<file path="src/rtl/onewire_pkg.sv">
// Shared state encoding and default bus timing for the 1-Wire slave bit engine.
package onewire_pkg;

  typedef enum logic [2:0] {
    IDLE,
    SLOT,
    WAIT_HIGH,
    PRES_WAIT,
    PRES_LOW,
    PRES_REL
  } onewire_slave_state_t;

  localparam int unsigned DEF_CLKS_PER_US = 50;
  localparam int unsigned DEF_T_SAMPLE_US = 30;
  localparam int unsigned DEF_T_RESET_US  = 480;
  localparam int unsigned DEF_T_PDH_US    = 30;
  localparam int unsigned DEF_T_PDL_US    = 120;

endpackage

</file>
<file path="src/rtl/onewire_us_tick.sv">
// Microsecond prescaler; clr realigns the tick phase to a timing restart.
module onewire_us_tick #(
  parameter int unsigned CLKS_PER_US = 50
) (
  input  logic clk,
  input  logic rst_n,
  input  logic clr,
  output logic tick
);

  localparam int unsigned W = (CLKS_PER_US > 1) ? $clog2(CLKS_PER_US) : 1;
  localparam logic [W-1:0] LAST = W'(CLKS_PER_US - 1);

  logic [W-1:0] count;

  always_ff @(posedge clk or negedge rst_n) begin
    if (!rst_n) begin
      count <= '0;
    end else if (clr || count == LAST) begin
      count <= '0;
    end else begin
      count <= count + 1'b1;
    end
  end

  assign tick = (count == LAST) && !clr;

endmodule

</file>
<file path="src/rtl/onewire_slave_bit.sv">
// 1-Wire slave bit layer: write-slot sampling, read-slot drive, reset detect and presence pulse.
module onewire_slave_bit
  import onewire_pkg::*;
#(
  parameter int unsigned CLKS_PER_US = DEF_CLKS_PER_US,
  parameter int unsigned T_SAMPLE_US = DEF_T_SAMPLE_US,
  parameter int unsigned T_RESET_US  = DEF_T_RESET_US,
  parameter int unsigned T_PDH_US    = DEF_T_PDH_US,
  parameter int unsigned T_PDL_US    = DEF_T_PDL_US
) (
  input  logic clk,
  input  logic rst_n,
  input  logic dq_in,
  output logic dq_out_en,
  input  logic mode,
  input  logic tx_bit,
  input  logic tx_valid,
  output logic tx_done,
  output logic rx_bit,
  output logic rx_valid,
  output logic reset_det,
  output logic busy
);

  localparam int unsigned CW = $clog2(T_RESET_US + 1);
  localparam logic [CW-1:0] C_SAMPLE = CW'(T_SAMPLE_US);
  localparam logic [CW-1:0] C_RESET  = CW'(T_RESET_US);
  localparam logic [CW-1:0] C_PDH    = CW'(T_PDH_US);
  localparam logic [CW-1:0] C_PDL    = CW'(T_PDL_US);

  onewire_slave_state_t state;
  logic [CW-1:0] cnt;
  logic sync1, sync2, sync3;
  logic fall;
  logic restart;
  logic tick;
  logic mode_q;
  logic slot_tx;

  always_ff @(posedge clk or negedge rst_n) begin
    if (!rst_n) begin
      sync1 <= 1'b1;
      sync2 <= 1'b1;
      sync3 <= 1'b1;
    end else begin
      sync1 <= dq_in;
      sync2 <= sync1;
      sync3 <= sync2;
    end
  end

  assign fall = sync3 & ~sync2;

  // Every point that zeroes the us counter also realigns the prescaler phase.
  always_comb begin
    restart = 1'b0;
    case (state)
      IDLE:      restart = fall;
      WAIT_HIGH: restart = sync2 && (cnt == C_RESET);
      PRES_WAIT: restart = (cnt == C_PDH);
      default:   restart = 1'b0;
    endcase
  end

  onewire_us_tick #(
    .CLKS_PER_US(CLKS_PER_US)
  ) u_tick (
    .clk  (clk),
    .rst_n(rst_n),
    .clr  (restart),
    .tick (tick)
  );

  always_ff @(posedge clk or negedge rst_n) begin
    if (!rst_n) begin
      state     <= IDLE;
      cnt       <= '0;
      mode_q    <= 1'b0;
      slot_tx   <= 1'b0;
      dq_out_en <= 1'b0;
      rx_bit    <= 1'b0;
      rx_valid  <= 1'b0;
      tx_done   <= 1'b0;
      reset_det <= 1'b0;
    end else begin
      rx_valid  <= 1'b0;
      tx_done   <= 1'b0;
      reset_det <= 1'b0;

      if (restart) begin
        cnt <= '0;
      end else if (tick && cnt != C_RESET) begin
        cnt <= cnt + 1'b1;
      end

      case (state)
        IDLE: begin
          dq_out_en <= 1'b0;
          if (fall) begin
            state     <= SLOT;
            mode_q    <= mode;
            slot_tx   <= mode & tx_valid;
            dq_out_en <= mode & tx_valid & ~tx_bit;
          end
        end
        SLOT: begin
          if (cnt == C_SAMPLE) begin
            state     <= WAIT_HIGH;
            dq_out_en <= 1'b0;
            if (!mode_q) begin
              rx_bit   <= sync2;
              rx_valid <= 1'b1;
            end else if (slot_tx && tx_valid) begin
              tx_done <= 1'b1;
            end
          end else begin
            // Withdrawing tx_valid mid-slot releases the line and forfeits tx_done.
            dq_out_en <= mode_q & tx_valid & ~tx_bit;
            slot_tx   <= slot_tx & tx_valid;
          end
        end
        WAIT_HIGH: begin
          // Level test: the master may already have released while SLOT ran on.
          if (sync2) begin
            if (cnt == C_RESET) begin
              state     <= PRES_WAIT;
              reset_det <= 1'b1;
            end else begin
              state <= IDLE;
            end
          end
        end
        PRES_WAIT: begin
          if (cnt == C_PDH) begin
            state     <= PRES_LOW;
            dq_out_en <= 1'b1;
          end
        end
        PRES_LOW: begin
          if (cnt == C_PDL) begin
            state     <= PRES_REL;
            dq_out_en <= 1'b0;
          end
        end
        PRES_REL: begin
          dq_out_en <= 1'b0;
          if (sync2) begin
            state <= IDLE;
          end
        end
        default: begin
          state     <= IDLE;
          dq_out_en <= 1'b0;
        end
      endcase
    end
  end

  assign busy = (state != IDLE);

endmodule

</file>
<file path="config.mk">
export PLATFORM = sky130hd
export DESIGN_NAME = onewire_slave_bit
export DESIGN_NICKNAME = d
export VERILOG_FILES = /design/src/rtl/onewire_pkg.sv /design/src/rtl/onewire_us_tick.sv /design/src/rtl/onewire_slave_bit.sv
export SDC_FILE = /design/constraint.sdc
export NUM_CORES = 1
export LEC_CHECK = 0
export ABC_AREA = 1
export CAP_MARGIN = 20
export CORE_UTILIZATION = 57
export DETAILED_ROUTE_END_ITERATION = 6
export PLACE_DENSITY = 0.78
export SETUP_SLACK_MARGIN = 0.4
export SYNTH_ARGS = -nofsm -noshare
export SYNTH_HDL_FRONTEND = slang
export SYNTH_SLANG_ARGS = --single-unit
</file>
<file path="constraint.sdc">
create_clock -name clk -period 1.7 [get_ports clk]
set_clock_uncertainty 0.2 [all_clocks]
set_input_delay 0.34 -clock clk [delete_from_list [all_inputs] [get_ports clk]]
set_output_delay 0.34 -clock clk [all_outputs]
set_load 0.1 [all_outputs]
</file>
# [Word-level counts from Yosys, hierarchy flattened]
# Cells that the tools add are included.
# Widths: inputs -> output; s select.
[word_totals] ff_bits=28
[classes] n_mux=30 n_bitwise=10 n_eq_ne=17 addsub=2 n_reduce_logical=15
[ops] cell="$mux 3" n=6
[ops] cell="$mux 9" n=2
[ops] cell="$pmux 3 s6" n=1
[ops] cell="$mux 1" n=16
[ops] cell="$ne 2x2->1 const B" n=7
[ops] cell="$add 9x1->9 const B" n=1
[ops] cell="$eq 9x5->1 const B" n=1
[ops] cell="$eq 9x7->1 const B" n=1
[ops] cell="$eq 9x9->1 const B" n=1
[ops] cell="$ne 9x9->1 const B" n=1
[ops] cell="$reduce_and 3->1" n=3
[ops] cell="$add 6x1->6 const B" n=1
[ops] cell="$and 1x1->1" n=6
[ops] cell="$eq 3x2->1 const B" n=2
[ops] cell="$eq 3x3->1 const B" n=2
[ops] cell="$eq 6x6->1 const B" n=1
[ops] cell="$mux 6" n=1
[ops] cell="$reduce_and 6->1" n=1
[ops] cell="$pmux 1 s5" n=1
[ops] cell="$logic_and 1x1->1" n=4
[ops] cell="$not 1->1" n=4
[ops] cell="$reduce_bool 2->1" n=2
[ops] cell="$eq 3x1->1 const B" n=1
[ops] cell="$logic_not 3->1" n=1
[ops] cell="other kinds (7)" n=7

# [Longest topological paths before layout]
# Gate-level depths: netlist of the first run.
[logic_depth] ltp_word=8 mapped_depth=10

# [Cells and area by module]
# From an unflattened synthesis of the first run, not the netlist that was laid out.
[hier_totals] cells_unflattened=223 area_unflattened_um2=1735.4
[by_module_without_submodules] mod="onewire_slave_bit" instances=1 cells_per_inst=186 area_each_um2=1408.9
[by_module_without_submodules] mod="onewire_us_tick" instances=1 cells_per_inst=37 area_each_um2=326.6

# [Worst setup path after synthesis of the first run]
# No wires, ideal clock.
[synth_path] path_type="register to output" from="register state[1]" to="output busy" n_path_buf=0 stages_incl_launch_ff=5 required_time_ns=1.160 slack_ns=0.013 arrival_ns=1.147 path_cell_list="dfrtp_1 > inv_2 > nand2_2 > nor2_2 > inv_1"
[synth_via] elab_chain_len=1
[synth_rtl] element="from (decl)" line_no="onewire_slave_bit.sv:31" text="onewire_slave_state_t state;"
[synth_rtl] element="from (signal assigned)" line_no="onewire_slave_bit.sv:76" text="state <= IDLE;"
[synth_rtl] element="from (signal assigned)" line_no="onewire_slave_bit.sv:100" text="state <= SLOT;"
[synth_rtl] element="from (signal assigned)" line_no="onewire_slave_bit.sv:108" text="state <= WAIT_HIGH;"
[synth_rtl] element="$reduce_bool 3->1" line_no="onewire_slave_bit.sv:159" text="assign busy = (state != IDLE);"
[synth_rtl] element="to (decl)" line_no="onewire_slave_bit.sv:22" text="output logic busy"
# No other way between the ends.

# [Worst setup path after layout of the first run]
# Same ends and word-level chain as after synthesis.

==> results of run 1 <==
-- power by group --
group,internal [mW],switching (mW),leakage [nW]
clock network,0.131,0.210,0.0210
logic,0.589,0.826,0.670
registers,0.793,0.119,0.356
total,1.51,1.16,1.05
-- cell usage in the layout (no fill, tap or decap), types with 2 or more instances in the layout --
master and n:
sky130_fd_sc_hd__nand2_1 43, sky130_fd_sc_hd__nor2_1 19, sky130_fd_sc_hd__dfrtp_1 19, sky130_fd_sc_hd__inv_1 18, sky130_fd_sc_hd__nand3_1 13, sky130_fd_sc_hd__buf_4 13, sky130_fd_sc_hd__nor2_4 10, sky130_fd_sc_hd__nand2_4 10
sky130_fd_sc_hd__nor2_2 10, sky130_fd_sc_hd__buf_12 7, sky130_fd_sc_hd__nand2_2 6, sky130_fd_sc_hd__dfrtp_2 6, sky130_fd_sc_hd__inv_2 5, sky130_fd_sc_hd__clkdlybuf4s50_1 5, sky130_fd_sc_hd__buf_6 5, sky130_fd_sc_hd__xor2_1 4
sky130_fd_sc_hd__o21bai_1 4, sky130_fd_sc_hd__o21ai_1 4, sky130_fd_sc_hd__nand4_1 3, sky130_fd_sc_hd__nand3_4 3, sky130_fd_sc_hd__nand3_2 3, sky130_fd_sc_hd__o21ai_2 3, sky130_fd_sc_hd__o21ai_0 3, sky130_fd_sc_hd__clkbuf_4 3
sky130_fd_sc_hd__dfstp_2 3, sky130_fd_sc_hd__nand2_8 2, sky130_fd_sc_hd__inv_4 2, sky130_fd_sc_hd__ha_1 2, sky130_fd_sc_hd__ha_4 2
-- what timing repair did --
action / CTS / global route
buffers inserted: 11 / 5
pin swaps: 16 / 11
hold endpoints to repair: 0 / 0
gates resized for setup: 26 / 28
endpoints found under the setup margin: 31 / 31
cloned: 1 / 0
-- cell type report --
type | count | area [sq um]
well taps | 30 | 37.5
clock buffers | 4 | 36.3
inverters | 26 | 106
multi-input cells | 152 | 1060
repair buffers | 30 | 344
fillers | 109 | 275
flip-flops and latches | 28 | 712
-- worst max-delay path: cells and delay by family (launching register included) --
family | cells | cell delay, ns
buffers and inverters | 3 | 0.38
DFF | 1 | 0.42
and+or+nand+nor | 2 | 0.18
-- cell families after synthesis --
kind of cell / count (synthesis)
xor gates and xnor gates: 5
DFF: 28
and+or+nand+nor: 124
buffers and inverters: 26
AOI/OAI and AO/OA: 17
adders and majority gates: 5
-- worst max-delay path by stage --
stage / slack (ns) / cells past startpoint / end
3_3_place_gp: 0.06 / 9 / cnt[5]$_DFFE_PN0P_
4_1_cts: -0.14 / 5 / busy
2_1_floorplan: 0.06 / 4 / busy
3_5_place_dp: -0.01 / 9 / state[2]$_DFFE_PN0P_
5_1_grt: -0.19 / 5 / busy
6_report: -0.16 / 5 / busy
-- through the flow --
stage	worst slack [ns]	utilization	std cells	power (mW)	area (sq um)
CTS	-0.139	0.839	265	2.51	2150
global route	-0.190	0.893	270	2.82	2290
floorplan	0.0637	-	205	1.67	1680
finish	-0.160	0.893	270	2.67	2290
global placement	0.0551	0.747	249	1.92	1920
detailed placement	-0.0109	0.747	249	1.97	1920
-- per-layer routing --
metal / share of wire / vias up / wire length [um]
li1: - / 716 / -
met5: 0 / - / 0
met3: 0.055 / 23 / 248
met2: 0.52 / 62 / 2310
met1: 0.39 / 739 / 1720
met4: 0.043 / 0 / 191
-- state kept, by name (all words and copies together), names as in the netlist --
register / count
rx_valid: 1
sync1: 1
sync3: 1
reset_det: 1
cnt: 9
mode_q: 1
tx_done: 1
dq_out_en: 1
slot_tx: 1
rx_bit: 1
u_tick.count: 6
state: 3
sync2: 1
==> Flow_metrics.wiki, run 1 <==
{| class="wikitable"
! Metric !! Value
|-
| Result of the run || complete, but fails checks
|-
| Failing checks || negative setup slack
|-
| First-pass detailed-route iteration total || 4
|-
| Clock slew seen by the registers of the worst setup and hold paths || 0.16 ns
|-
| H-tree levels || 1
|-
| Startpoint type of the worst setup path || register
|-
| Synth top area cells || sky130_fd_sc_hd__dfrtp_1, sky130_fd_sc_hd__nand2_1, sky130_fd_sc_hd__nor2_1
|-
| Distinct cells, synth || 25
|-
| Cell row count || 18
|-
| Setup Crit Path Kind || reg -> out
|-
| Met2 capacity usage during global routing || 0.534
|-
| Pin count of the biggest net entering global routing || 29
|-
| Die ar. || 3040 sq um
|-
| Warnings, synthesis || 0
|-
| Via count of the first global-routing pass || 1,423
|-
| Synth Cell Area || 1610 sq um
|-
| Fraction of synthesized cell area taken by the top area cell type || 0.389
|-
| Leftover overflow at the end of global routing || 0
|-
| Max Cap Violations || 0
|-
| Clock buffers created by TritonCTS || 3
|-
| Worst hold path type || in -> async
|-
| Drt drc || 0
|-
| Worst max-slew margin expressed relative to the limit || 0.783
|-
| Final Hold Vio Count || 0
|-
| FF-to-FF path depth || 7
|-
| Post-detailed-route via-to-cell ratio || 5.70
|-
| Initial cell density of the core || 0.627
|-
| Yosys reg bits || 28
|-
| WP data arrival || 1.32 ns
|-
| Most frequently used cell type in the post-synthesis netlist || sky130_fd_sc_hd__nand2_1
|-
| TritonCTS clock tree || done
|-
| Mean area per synthesized cell || 7.85 sq um
|-
| Layout cell share with drive strength beyond 1 || 0.413
|-
| Total negative slack || -0.869 ns
|-
| Post-DRT Antenna Nets || 0
|-
| Antenna violations before repair || 0
|-
| Maximum vdd ir drop || 0.00130 V
|-
| Share of synthesized registers carrying an async set or reset || 1.00
|-
| CTS root buf || sky130_fd_sc_hd__clkbuf_4
|-
| Share of synthesized area occupied by flip-flops and latches || 0.438
|-
| Min Clock Period, post-route || 1.86 ns
|-
| Met3 layer usage reported by global route || 0.0492
|-
| Ratio of final minimum period to clock period || 1.09
|-
| Multiplexer area fraction after synthesis || 0
|-
| HPWL after DPL || 2500 um
|-
| Post-synth top area cell || sky130_fd_sc_hd__dfrtp_1
|-
| Required time at the endpoint of the critical path || 1.16 ns
|-
| Met1 Track Usage GR || 0.359
|-
| Later-pin clock latency in the skew report || 0.34 ns
|-
| Wire length of the first global-routing pass || 6350 um
|-
| Max stage delay cell, worst path || sky130_fd_sc_hd__dfrtp_1
|-
| Die span in x || 55.1 um
|-
| Hold-fix buffers at CTS || 0
|-
| Synth Area in Adders || 0.0389
|-
| Launch point of the worst path || state[1]$_DFFE_PN0P_
|-
| Simple logic cell fraction of the synthesized area || 0.376
|-
| Clock tree buffer depth || 2
|-
| Antenna diodes || 0
|-
| Net count reported at finish || 252
|-
| Setup slack on the worst flop-to-flop path || -0.08 ns
|-
| Crit-path cells || inv_2 > nand2_4 > nor2_4 > clkinvlp_4 > buf_12
|-
| Pleak || 1.05 nW
|-
| DR iter-0 viols || 45
|-
| FMAX || 538 MHz
|-
| Count of flip-flops with a built-in enable after synthesis || 0
|-
| Compound-cell area share of the yosys netlist || 0.0599
|-
| Boundary Pins || 12
|-
| Final wirelength || 4480 um
|-
| Weighted congestion reported at the end of routability-driven placement || 0.876
|-
| Leading cell types by count after synthesis || sky130_fd_sc_hd__nand2_1, sky130_fd_sc_hd__nor2_1, sky130_fd_sc_hd__dfrtp_1, sky130_fd_sc_hd__inv_1, sky130_fd_sc_hd__nand3_1
|-
| Top_reg_cell synth || sky130_fd_sc_hd__dfrtp_1
|-
| Worst reg2reg endpoint || u_tick.count[3]$_DFF_PN0_
|-
| Syn nets || 216
|-
| Worst hold margin || 0.137 ns
|-
| Measured slew at the worst slew-check pin || 0.322 ns
|-
| GR Util All Layers || 0.300
|-
| Combinational family with the most area after synthesis || simple AND/OR/NAND/NOR gates
|-
| Unrepaired setup endpoints after global routing || yes
|-
| Area grow syn2layout || 42.5%
|-
| Clock sink count || 28
|-
| Maximum fanout along the worst path || 3
|-
| Fin. max-slew vios || 0
|-
| Type of element capturing the critical path || output port
|-
| Post-route worst setup slack || -0.160 ns
|-
| Busiest metal layer after global routing || met2
|-
| Final count of negative-setup-slack endpoints || 17
|-
| # port buffers || 11
|-
| Xor/xnor share of the synthesized area || 0.0272
|-
| Area inside the core boundary || 2570 sq um
|-
| Worst reg2reg startpoint || cnt[1]$_DFFE_PN0P_
|-
| WL/cell || 16.6 um
|-
| Count of mapped cells out of synthesis || 205
|-
| Pwr dens || 1160 nW/um^2
|-
| Via count || 1,540
|-
| DIE HEIGHT || 55.1 um
|-
| Maximum cell stage delay along the critical path || 0.42 ns
|}
Note: power is estimated with default switching activity, not from simulation.
==> inputs of run 2 (changes only) <==
--- a/config.mk
+++ b/config.mk
@@ -7,9 +7,9 @@
 export LEC_CHECK = 0
 export ABC_AREA = 1
 export CAP_MARGIN = 20
-export CORE_UTILIZATION = 57
+export CORE_UTILIZATION = 52
 export DETAILED_ROUTE_END_ITERATION = 6
-export PLACE_DENSITY = 0.78
+export PLACE_DENSITY = 0.75
 export SETUP_SLACK_MARGIN = 0.4
 export SYNTH_ARGS = -nofsm -noshare
 export SYNTH_HDL_FRONTEND = slang
==> constraint.sdc (replaced) <==
create_clock -name clk -period 1.6 [get_ports clk]
set_clock_uncertainty 0.2 [all_clocks]
set_input_delay 0.32 -clock clk [delete_from_list [all_inputs] [get_ports clk]]
set_output_delay 0.32 -clock clk [all_outputs]
set_load 0.1 [all_outputs]
==> run 2 against run 1 <==
Net effect: the run ends with design-rule violations, negative setup slack left; flip-flop and latch count unchanged; via count about the same; global-route usage down 5.8 points; combinational power up 4%; non-clock buffer count up 8; routed wire length down 12%; register-to-register slack worse by 0.02 ns; cell count up 3.3%; clock power up 40%; final area up 0.22%; highest routed layer unchanged.
==> Flow_metrics.wiki, run 2 (same netlist as run 1, synthesis figures left out) <==
{| class="wikitable"
! Metric !! Value
|-
| Boundary Pins || 12
|-
| Ratio of final minimum period to clock period || 1.16
|-
| Leftover overflow at the end of global routing || 0
|-
| FMAX || 538 MHz
|-
| Final wirelength || 3930 um
|-
| Die ar. || 3320 sq um
|-
| HPWL after DPL || 2460 um
|-
| Failing checks || design-rule violations, negative setup slack
|-
| Clock sink count || 28
|-
| Unrepaired setup endpoints after global routing || yes
|-
| Post-DRT Antenna Nets || 0
|-
| Area inside the core boundary || 2850 sq um
|-
| Pin count of the biggest net entering global routing || 29
|-
| Maximum cell stage delay along the critical path || 0.43 ns
|-
| Antenna diodes || 0
|-
| Worst reg2reg endpoint || cnt[1]$_DFFE_PN0P_
|-
| Hold-fix buffers at CTS || 0
|-
| Startpoint type of the worst setup path || register
|-
| Setup Crit Path Kind || reg -> out
|-
| Post-Place Worst Slack || -0.0764 ns
|-
| Final Core Density || 0.805
|-
| WP data arrival || 1.34 ns
|-
| Setup slack on the worst flop-to-flop path || -0.10 ns
|-
| Later-pin clock latency in the skew report || 0.34 ns
|-
| Register with the highest flop count || cnt
|-
| First-pass detailed-route iteration total || 7
|-
| DR iter-0 viols || 61
|-
| Pwr dens || 1260 nW/um^2
|-
| TritonCTS clock tree || done
|-
| Post-detailed-route via-to-cell ratio || 5.52
|-
| Crit-path cells || inv_2 > nand2_4 > nor2_4 > clkinvlp_4 > buf_12
|-
| DIE HEIGHT || 57.6 um
|-
| Via count || 1,539
|-
| Commonest non-fill, non-tap cell in the layout || sky130_fd_sc_hd__nand2_1
|-
| Maximum fanout along the worst path || 3
|-
| FF-to-FF path depth || 7
|-
| Top Registers || cnt (9), u_tick.count (6), state (3)
|-
| Worst max-slew margin expressed relative to the limit || 0.790
|-
| Most used cells in the layout excluding fill and tap cells || sky130_fd_sc_hd__nand2_1, sky130_fd_sc_hd__buf_4, sky130_fd_sc_hd__nor2_1
|-
| Tot Pwr || 2.90 mW
|-
| Cell row count || 19
|-
| Clock buffers created by TritonCTS || 3
|-
| Number of filler instances in the final layout || 174
|-
| CTS root buf || sky130_fd_sc_hd__clkbuf_4
|-
| Final Hold Vio Count || 0
|-
| Max Cap Violations || 0
|-
| Initial cell density of the core || 0.564
|-
| Clock slew seen by the registers of the worst setup and hold paths || 0.16 ns
|-
| Pleak || 1.07 nW
|-
| Final count of negative-setup-slack endpoints || 22
|-
| Area grow syn2layout || 42.8%
|-
| # port buffers || 11
|-
| Type of element capturing the critical path || output port
|-
| Required time at the endpoint of the critical path || 1.08 ns
|-
| Drt drc || 1
|-
| Net count reported at finish || 260
|-
| Largest register FFs || 9
|-
| Result of the run || complete, but fails checks
|-
| Maximum vdd ir drop || 0.00103 V
|-
| Min Clock Period, post-route || 1.86 ns
|-
| GR Util All Layers || 0.242
|-
| Worst reg2reg startpoint || cnt[0]$_DFFE_PN0P_
|-
| WL/cell || 14.1 um
|-
| H-tree levels || 1
|-
| Max stage delay cell, worst path || sky130_fd_sc_hd__dfrtp_1
|-
| Layout cell share with drive strength beyond 1 || 0.411
|-
| Worst hold path type || in -> async
|-
| Antenna violations before repair || 0
|-
| Measured slew at the worst slew-check pin || 0.311 ns
|-
| Die span in x || 57.6 um
|-
| Clock tree buffer depth || 2
|-
| Weighted congestion reported at the end of routability-driven placement || 0.877
|-
| Fin. max-slew vios || 0
|-
| Post-route worst setup slack || -0.258 ns
|-
| Via count of the first global-routing pass || 1,463
|-
| Wire length of the first global-routing pass || 6230 um
|}
[run 2: metrics by stage]
step / setup TNS (ns) / instances / instance area, sq um / hold slack [ns]
2_1_floorplan: -0.0163 / 205 / 1680 / -0.176
3_3_place_gp: -0.192 / 258 / 1980 / 0.146
3_5_place_dp: -0.952 / 258 / 1980 / 0.148
4_1_cts: -1.06 / 274 / 2210 / 0.116
5_1_grt: -3.81 / 279 / 2300 / 0.113
6_report: -1.52 / 279 / 2300 / 0.111
[run 2: area by class of cell]
cell class / count / area [sq um] / area share
clock buffer: 3 / 22.5 / 0.00980
multi-input combinational: 152 / 987 / 0.430
tap: 31 / 38.8 / 0.0169
inverter: 26 / 101 / 0.0441
clock inverter: 1 / 30.0 / 0.0131
sequential: 28 / 713 / 0.310
timing repair buffer: 38 / 404 / 0.176
[run 2: power breakdown]
| part | internal [mW] | switching (mW) |
|---|---|---|
| sequential | 0.843 | 0.116 |
| combinational | 0.614 | 0.854 |
| clock | 0.254 | 0.223 |
[run 2: worst max path at each step]
| stage | from | to | slack (ns) |
|---|---|---|---|
| after floorplan | state[0]$_DFFE_PN0P_ | busy | -0.02 |
| after global placement | cnt[0]$_DFFE_PN0P_ | cnt[7]$_DFFE_PN0P_ | -0.02 |
| after detailed placement | cnt[0]$_DFFE_PN0P_ | state[1]$_DFFE_PN0P_ | -0.08 |
| after CTS | state[1]$_DFFE_PN0P_ | busy | -0.24 |
| after global routing | state[1]$_DFFE_PN0P_ | busy | -0.30 |
| final | state[1]$_DFFE_PN0P_ | busy | -0.26 |
[run 2: worst max-delay path, delay by kind of cell, from the launching register on]
| family | cells | cell delay (ns) |
|---|---|---|
| and+or+nand+nor | 2 | 0.19 |
| buffers and inverters | 3 | 0.38 |
| DFF | 1 | 0.43 |
[run 2: repair_timing]
action	in CTS	in global routing
buffers inserted	11	5
gates cloned	1	0
gates resized for setup	20	16
pin swaps	13	12
setup endpoints to repair	31	31
[run 2: per-layer routing]
layer,track usage,routed length [um]
met2,0.422,2000
met5,0,0
met1,0.307,1660
met3,0.0201,148
met4,0.108,123
